==> src/rtl/servo_pkg.sv <==
// Shared constants and types for the servo angle path: the waypoint
// sequencer and the slew-limited angle stage both import this package.
package servo_pkg;

    localparam logic [7:0] ANG_MAX = 8'd180;  // mechanical travel limit, degrees
    localparam logic [7:0] ANG_RST = 8'd60;   // slewer reset angle
    localparam int         SPD_W   = 2;       // slew speed code width

    typedef enum logic [1:0] {
        ST_IDLE,
        ST_LOAD,
        ST_MOVE,
        ST_DWELL
    } state_t;

    // Limit a requested angle to the servo travel range.
    function automatic logic [7:0] clamp_angle(input logic [7:0] a);
        return (a > ANG_MAX) ? ANG_MAX : a;
    endfunction

endpackage

==> src/rtl/servo_wp_sequencer_if.sv <==
// Host-side table/control signals plus slewer command/feedback, bundled
// for the waypoint sequencer. master = host/slewer side, slave = sequencer.
interface servo_wp_sequencer_if #(
    parameter int AW      = 3,
    parameter int DWELL_W = 24
) ();
    import servo_pkg::*;

    logic               wr_en;
    logic [AW-1:0]      wr_addr;
    logic [7:0]         wr_angle;
    logic [SPD_W-1:0]   wr_speed;
    logic [AW-1:0]      last_idx;
    logic               loop;
    logic [DWELL_W-1:0] dwell;
    logic               start;
    logic               stop;
    logic [7:0]         cur_angle;
    logic [7:0]         tgt_angle;
    logic [SPD_W-1:0]   tgt_speed;
    logic [AW-1:0]      idx;
    logic               busy;
    logic               done;
    logic               err;

    modport master (
        output wr_en, wr_addr, wr_angle, wr_speed, last_idx, loop, dwell,
               start, stop, cur_angle,
        input  tgt_angle, tgt_speed, idx, busy, done, err
    );

    modport slave (
        input  wr_en, wr_addr, wr_angle, wr_speed, last_idx, loop, dwell,
               start, stop, cur_angle,
        output tgt_angle, tgt_speed, idx, busy, done, err
    );

endinterface

==> src/rtl/servo_wp_ram.sv <==
// Waypoint table: DEPTH entries of {angle, speed}. Writes clamp the angle
// to the travel limit; reads are combinational so LOAD sees the pre-write
// contents of the entry during a same-cycle write.
module servo_wp_ram
    import servo_pkg::*;
#(
    parameter int DEPTH = 8,
    parameter int AW    = 3
) (
    input  logic             clk,
    input  logic             rst,       // active-low
    input  logic             wr_en,
    input  logic [AW-1:0]    wr_addr,
    input  logic [7:0]       wr_angle,
    input  logic [SPD_W-1:0] wr_speed,
    input  logic [AW-1:0]    rd_addr,
    output logic [7:0]       rd_angle,
    output logic [SPD_W-1:0] rd_speed,
    output logic             err_set
);

    localparam int EW = 8 + SPD_W;

    logic [EW-1:0] entry_rd [DEPTH];

    genvar gi;
    generate
        for (gi = 0; gi < DEPTH; gi++) begin : g_ent
            logic [EW-1:0] entry_reg;

            // Per-entry storage; reset puts every waypoint at the slewer rest angle.
            always_ff @(posedge clk or negedge rst) begin
                if (!rst) begin
                    entry_reg <= {ANG_RST, {SPD_W{1'b0}}};
                end else if (wr_en && (wr_addr == AW'(gi))) begin
                    entry_reg <= {clamp_angle(wr_angle), wr_speed};
                end
            end

            assign entry_rd[gi] = entry_reg;
        end
    endgenerate

    assign rd_angle = entry_rd[rd_addr][EW-1:SPD_W];
    assign rd_speed = entry_rd[rd_addr][SPD_W-1:0];
    assign err_set  = wr_en && (wr_angle > ANG_MAX);

endmodule

==> src/rtl/servo_wp_sequencer.sv <==
// Waypoint sequencer: steps through the table, waits for the slewer to
// reach each target, dwells, then advances (optionally looping). Drives the
// slewer's angle/speed command registers.
module servo_wp_sequencer
    import servo_pkg::*;
#(
    parameter int DEPTH   = 8,
    parameter int AW      = 3,
    parameter int DWELL_W = 24
) (
    input  logic                 clk,
    input  logic                 rst,   // active-low
    servo_wp_sequencer_if.slave  bus
);

    state_t             state_reg;
    logic [7:0]         tgt_angle_reg;
    logic [SPD_W-1:0]   tgt_speed_reg;
    logic [AW-1:0]      idx_reg;
    logic [DWELL_W-1:0] cnt_reg;
    logic               busy_reg;
    logic               done_reg;
    logic               err_reg;

    logic [7:0]         rd_angle;
    logic [SPD_W-1:0]   rd_speed;
    logic               err_set;
    logic               start_ok;

    servo_wp_ram #(
        .DEPTH (DEPTH),
        .AW    (AW)
    ) u_ram (
        .clk      (clk),
        .rst      (rst),
        .wr_en    (bus.wr_en),
        .wr_addr  (bus.wr_addr),
        .wr_angle (bus.wr_angle),
        .wr_speed (bus.wr_speed),
        .rd_addr  (idx_reg),
        .rd_angle (rd_angle),
        .rd_speed (rd_speed),
        .err_set  (err_set)
    );

    // A start is accepted only from IDLE and only if stop is not also asserted.
    assign start_ok = (state_reg == ST_IDLE) && bus.start && !bus.stop;

    // Sticky clamp flag: a new clamped write wins over the clear from start.
    always_ff @(posedge clk or negedge rst) begin
        if (!rst) begin
            err_reg <= 1'b0;
        end else if (err_set) begin
            err_reg <= 1'b1;
        end else if (start_ok) begin
            err_reg <= 1'b0;
        end
    end

    // Sequencer FSM with registered command, index, dwell counter and status.
    always_ff @(posedge clk or negedge rst) begin
        if (!rst) begin
            state_reg     <= ST_IDLE;
            tgt_angle_reg <= ANG_RST;
            tgt_speed_reg <= '0;
            idx_reg       <= '0;
            cnt_reg       <= '0;
            busy_reg      <= 1'b0;
            done_reg      <= 1'b0;
        end else begin
            done_reg <= 1'b0;
            if (bus.stop && (state_reg != ST_IDLE)) begin
                // Freeze the servo where it currently is.
                state_reg     <= ST_IDLE;
                busy_reg      <= 1'b0;
                tgt_angle_reg <= bus.cur_angle;
            end else begin
                case (state_reg)
                    ST_IDLE: begin
                        if (start_ok) begin
                            state_reg <= ST_LOAD;
                            idx_reg   <= '0;
                            busy_reg  <= 1'b1;
                        end
                    end
                    ST_LOAD: begin
                        tgt_angle_reg <= rd_angle;
                        tgt_speed_reg <= rd_speed;
                        state_reg     <= ST_MOVE;
                    end
                    ST_MOVE: begin
                        if (bus.cur_angle == tgt_angle_reg) begin
                            state_reg <= ST_DWELL;
                            cnt_reg   <= '0;
                        end
                    end
                    ST_DWELL: begin
                        // >= covers dwell being lowered below the running count.
                        if (cnt_reg >= bus.dwell) begin
                            if (idx_reg < bus.last_idx) begin
                                idx_reg   <= idx_reg + AW'(1);
                                state_reg <= ST_LOAD;
                            end else if ((idx_reg == bus.last_idx) && bus.loop) begin
                                idx_reg   <= '0;
                                state_reg <= ST_LOAD;
                            end else begin
                                done_reg  <= 1'b1;
                                busy_reg  <= 1'b0;
                                state_reg <= ST_IDLE;
                            end
                        end else begin
                            cnt_reg <= cnt_reg + DWELL_W'(1);
                        end
                    end
                    default: begin
                        state_reg <= ST_IDLE;
                        busy_reg  <= 1'b0;
                    end
                endcase
            end
        end
    end

    assign bus.tgt_angle = tgt_angle_reg;
    assign bus.tgt_speed = tgt_speed_reg;
    assign bus.idx       = idx_reg;
    assign bus.busy      = busy_reg;
    assign bus.done      = done_reg;
    assign bus.err       = err_reg;

endmodule

==> src/flat_wrapper.sv <==
// flat-port wrapper written by rule: the top's interface ports become plain ports
module servo_wp_sequencer_flat import servo_pkg::*;
#(
    parameter int DEPTH   = 8,
    parameter int AW      = 3,
    parameter int DWELL_W = 24
)
  (clk, rst, bus_wr_en, bus_wr_addr, bus_wr_angle, bus_wr_speed, bus_last_idx, bus_loop, bus_dwell, bus_start, bus_stop, bus_cur_angle, bus_tgt_angle, bus_tgt_speed, bus_idx, bus_busy, bus_done, bus_err);
  servo_wp_sequencer_if #(.AW(AW), .DWELL_W(DWELL_W)) bus_i ();
  input  logic clk;
  input  logic rst;
  input wire logic [$bits(bus_i.wr_en)-1:0] bus_wr_en;
  input wire logic [$bits(bus_i.wr_addr)-1:0] bus_wr_addr;
  input wire logic [$bits(bus_i.wr_angle)-1:0] bus_wr_angle;
  input wire logic [$bits(bus_i.wr_speed)-1:0] bus_wr_speed;
  input wire logic [$bits(bus_i.last_idx)-1:0] bus_last_idx;
  input wire logic [$bits(bus_i.loop)-1:0] bus_loop;
  input wire logic [$bits(bus_i.dwell)-1:0] bus_dwell;
  input wire logic [$bits(bus_i.start)-1:0] bus_start;
  input wire logic [$bits(bus_i.stop)-1:0] bus_stop;
  input wire logic [$bits(bus_i.cur_angle)-1:0] bus_cur_angle;
  output wire logic [$bits(bus_i.tgt_angle)-1:0] bus_tgt_angle;
  output wire logic [$bits(bus_i.tgt_speed)-1:0] bus_tgt_speed;
  output wire logic [$bits(bus_i.idx)-1:0] bus_idx;
  output wire logic [$bits(bus_i.busy)-1:0] bus_busy;
  output wire logic [$bits(bus_i.done)-1:0] bus_done;
  output wire logic [$bits(bus_i.err)-1:0] bus_err;
  assign bus_i.wr_en = bus_wr_en;
  assign bus_i.wr_addr = bus_wr_addr;
  assign bus_i.wr_angle = bus_wr_angle;
  assign bus_i.wr_speed = bus_wr_speed;
  assign bus_i.last_idx = bus_last_idx;
  assign bus_i.loop = bus_loop;
  assign bus_i.dwell = bus_dwell;
  assign bus_i.start = bus_start;
  assign bus_i.stop = bus_stop;
  assign bus_i.cur_angle = bus_cur_angle;
  assign bus_tgt_angle = bus_i.tgt_angle;
  assign bus_tgt_speed = bus_i.tgt_speed;
  assign bus_idx = bus_i.idx;
  assign bus_busy = bus_i.busy;
  assign bus_done = bus_i.done;
  assign bus_err = bus_i.err;
  servo_wp_sequencer #(.DEPTH(DEPTH), .AW(AW), .DWELL_W(DWELL_W)) u_core (.clk(clk), .rst(rst), .bus(bus_i));
endmodule
==> config.mk <==
export PLATFORM = sky130hd
export DESIGN_NAME = servo_wp_sequencer_flat
export DESIGN_NICKNAME = d
export VERILOG_FILES = /design/src/rtl/servo_pkg.sv /design/src/rtl/servo_wp_sequencer_if.sv /design/src/rtl/servo_wp_ram.sv /design/src/rtl/servo_wp_sequencer.sv /design/src/flat_wrapper.sv
export SDC_FILE = /design/constraint.sdc
export NUM_CORES = 1
export LEC_CHECK = 0
export BUFFER_PORTS_ARGS = -buffer_cell sky130_fd_sc_hd__buf_2
export CAP_MARGIN = 15
export CORE_MARGIN = 1
export CORE_UTILIZATION = 47
export CTS_CLUSTER_DIAMETER = 40
export DETAILED_ROUTE_END_ITERATION = 8
export PLACE_DENSITY_LB_ADDON = 0.2
export SYNTH_ARGS = -nofsm -noshare
export SYNTH_HDL_FRONTEND = slang
export SYNTH_HIERARCHICAL = 1
export SYNTH_SLANG_ARGS = --single-unit
==> constraint.sdc <==
create_clock -name clk -period 3 [get_ports clk]
set_input_delay 0.3 -clock clk [delete_from_list [all_inputs] [get_ports clk]]
set_output_delay 0.3 -clock clk [all_outputs]
set_load 0.005 [all_outputs]
==> metrics.yaml <==
status: "finished, final reports clean"
netlist_instances: 668
r2r-start: "u_core/cnt_reg[22]"
cts_tree: "done"
fin_nets: 824
antenna_found_initial: 0
die_h_um: 123.8
cts_max_level: 4
cts_buffers: 17
power.leakage_uw: 0.003740
initial_core_util_pct: 48.12
grt_first_pass_wirelength_mm: 26.61
gr-total-overflow: 0
clkTransAtPathRegs_ns: 0.06
setup_tns_ns: 0
track_usage_pct: 23.18
drc: 0
first_global_vias: 5243
async_flop_share_pct: 100.0
fill_cells: 1284
insertion_delay_ns: 0.41
synth_edf_count: 0
worst_slew_pin_slew_ns: 0.8377
vias: 5273
max_cap_viol_count: 0
dr.first_iter.drc_count: 422
cp_max_fo: 6
antenna_cells: 0
r2r-end: "u_core/state_reg[0]"
critPathCaptureType: "flip-flop"
synth_ff_type: "dfrtp_1"
routed_via_density: 5.646
grt_max_degree: 60
worst_slack_ns: 0.1731
synth_top_cell_by_area: "dfrtp_1"
netlist-cell-type-count: 67
dpl.hpwl_mm: 11.40
areaGrowthSynthToFinish_pct: 16.25
row_count: 44
synth_area_mm2: 0.006968
core_mm2: 0.01448
finalPower_uw: 5407
largest_reg_flops: 80
yosysSeqAreaShare_pct: 44.46
fmax_mhz: 353.7
drive_gt1_share_pct: 26.80
cts_setup_buffers: 0
wire_per_inst_um: 17.36
rr_worst_depth: 8
final_antenna_net_count: 0
clock_sinks: 122
drv_slew: 0
root_buffer: "clkbuf_16"
place_ws_ns: 0.1445
synth_area_leaders: "dfrtp_1, dfstp_2, mux4_1"
min_path_type: "in -> reg"
irDropWorstVdd_mv: 0.4924
setup_viol: 0
fin_crit_sh_pct: 94.23
grt_setup_unrepaired: "false"
die_area_mm2: 0.01532
hold_violations: 0
cp.required_ns: 3.28
synth_area_per_cell_um2: 10.43
period_needed_ns: 2.827
worstPathArrival_ns: 3.11
startpoint_type: "flip-flop"
crit_type: "reg -> reg"
slew_headroom_pct: 43.84
synth_seq_cells: 122
die_w_um: 123.8
syn-num-nets: 755
fin_hold_ws_ns: 0.1669
finClkSkew_ns: 0.006568
mostFrequentLayoutCell: "nand2_1"
wirelength_mm: 16.21
drt_first_pass_iters: 7
gp_congestion: 0.8289
pin_count: 70
yosys_warnings: 6
powerDensity_mw_per_mm2: 667.6
layout_common_cells: "nand2_1, dfrtp_1, buf_2"
synth_top_area_share_pct: 30.89
min-delay-start: "bus_stop"
clock_path_buffers: 2
io_buffers: 69
hold_depth: 2
holdPathEnd: "u_core/bus.busy"
r2r_slack_ns: 0.17
## per-stage QoR
| step | utilization (%) | instances | area, um^2 |
|---|---|---|---|
| 2_1_floorplan | - | 668 | 6968 |
| 3_3_place_gp | 51.72 | 900 | 7488 |
| 3_5_place_dp | 51.72 | 900 | 7488 |
| 4_1_cts | 55.80 | 933 | 8079 |
| 5_1_grt | 55.95 | 934 | 8100 |
| 6_report | 55.95 | 934 | 8100 |
## cell families (layout without fill, tap and decap cells)
family / count (synthesis) / count (layout) / share of synthesized area, %
adders and majority gates: 33 / 33 / 5.926
and+or+nand+nor: 222 / 222 / 17.06
buffers and inverters: 73 / 155 / 4.669
DFF: 122 / 122 / 44.46
muxes: 51 / 51 / 12.35
AOI/OAI and AO/OA: 148 / 148 / 13.14
xor gates and xnor gates: 19 / 19 / 2.388
## synthesized netlist by cell type, types with 20 or more instances
cell type and count:
inv_1 39, mux4_1 20, nand2_1 115, o31ai_1 22
o21ai_0 64, dfrtp_1 86, ha_1 33, a21oi_1 31
dfstp_2 36, mux2_2 20, nor2_1 27
## what timing repair did
item,in CTS,in global routing
resized for setup,0,3
endpoints found under the setup margin,0,2
hold buffers,1,0
hold endpoints to repair,12,0
## power by group
group,internal [uW],switching [uW],total (uW),leakage [uW]
registers,2040,217,2260,0.00149
clock network,1220,757,1970,0.000287
logic,524,653,1180,0.00196
total,3780,1630,5410,0.00374
## how the worst max path moves through the flow
stage / startpoint / to
after floorplan: u_core/cnt_reg[0] / u_core/cnt_reg[22]
after global placement: u_core/cnt_reg[0] / u_core/cnt_reg[16]
after detailed placement: u_core/cnt_reg[22] / u_core/cnt_reg[21]
after CTS: u_core/cnt_reg[22] / u_core/cnt_reg[21]
after global routing: u_core/cnt_reg[18] / u_core/state_reg[0]
final: u_core/cnt_reg[22] / u_core/state_reg[0]
## area by class of cell
type / count / area (um^2) / share of cell area (%)
timing repair buffer: 84 / 475.5 / 5.870
inverter: 39 / 146.4 / 1.807
tap: 184 / 230.2 / 2.842
clock inverter: 12 / 112.6 / 1.390
multi-input combinational: 473 / 3570 / 44.07
sequential: 122 / 3098 / 38.25
clock buffer: 20 / 467.9 / 5.777
## layer usage
layer	up-vias	GRT usage (%)	routed length, um
li1	2552	-	-
met1	2580	29.21	7021
met2	129	40.21	8340
met5	-	0	0
met4	0	6.627	141
met3	12	4.670	711
## worst max-delay path: stages, from the launching register on
cell	delay, ns
dfrtp_1	0.42
ha_1	0.33
nand4_1	0.13
nor4_1	0.38
nand2_1	0.15
o211ai_1	0.54
nand2b_1	0.20
a2111oi_1	0.43
nor3_1	0.10
No activity file was read; power rests on OpenSTA's default activity.
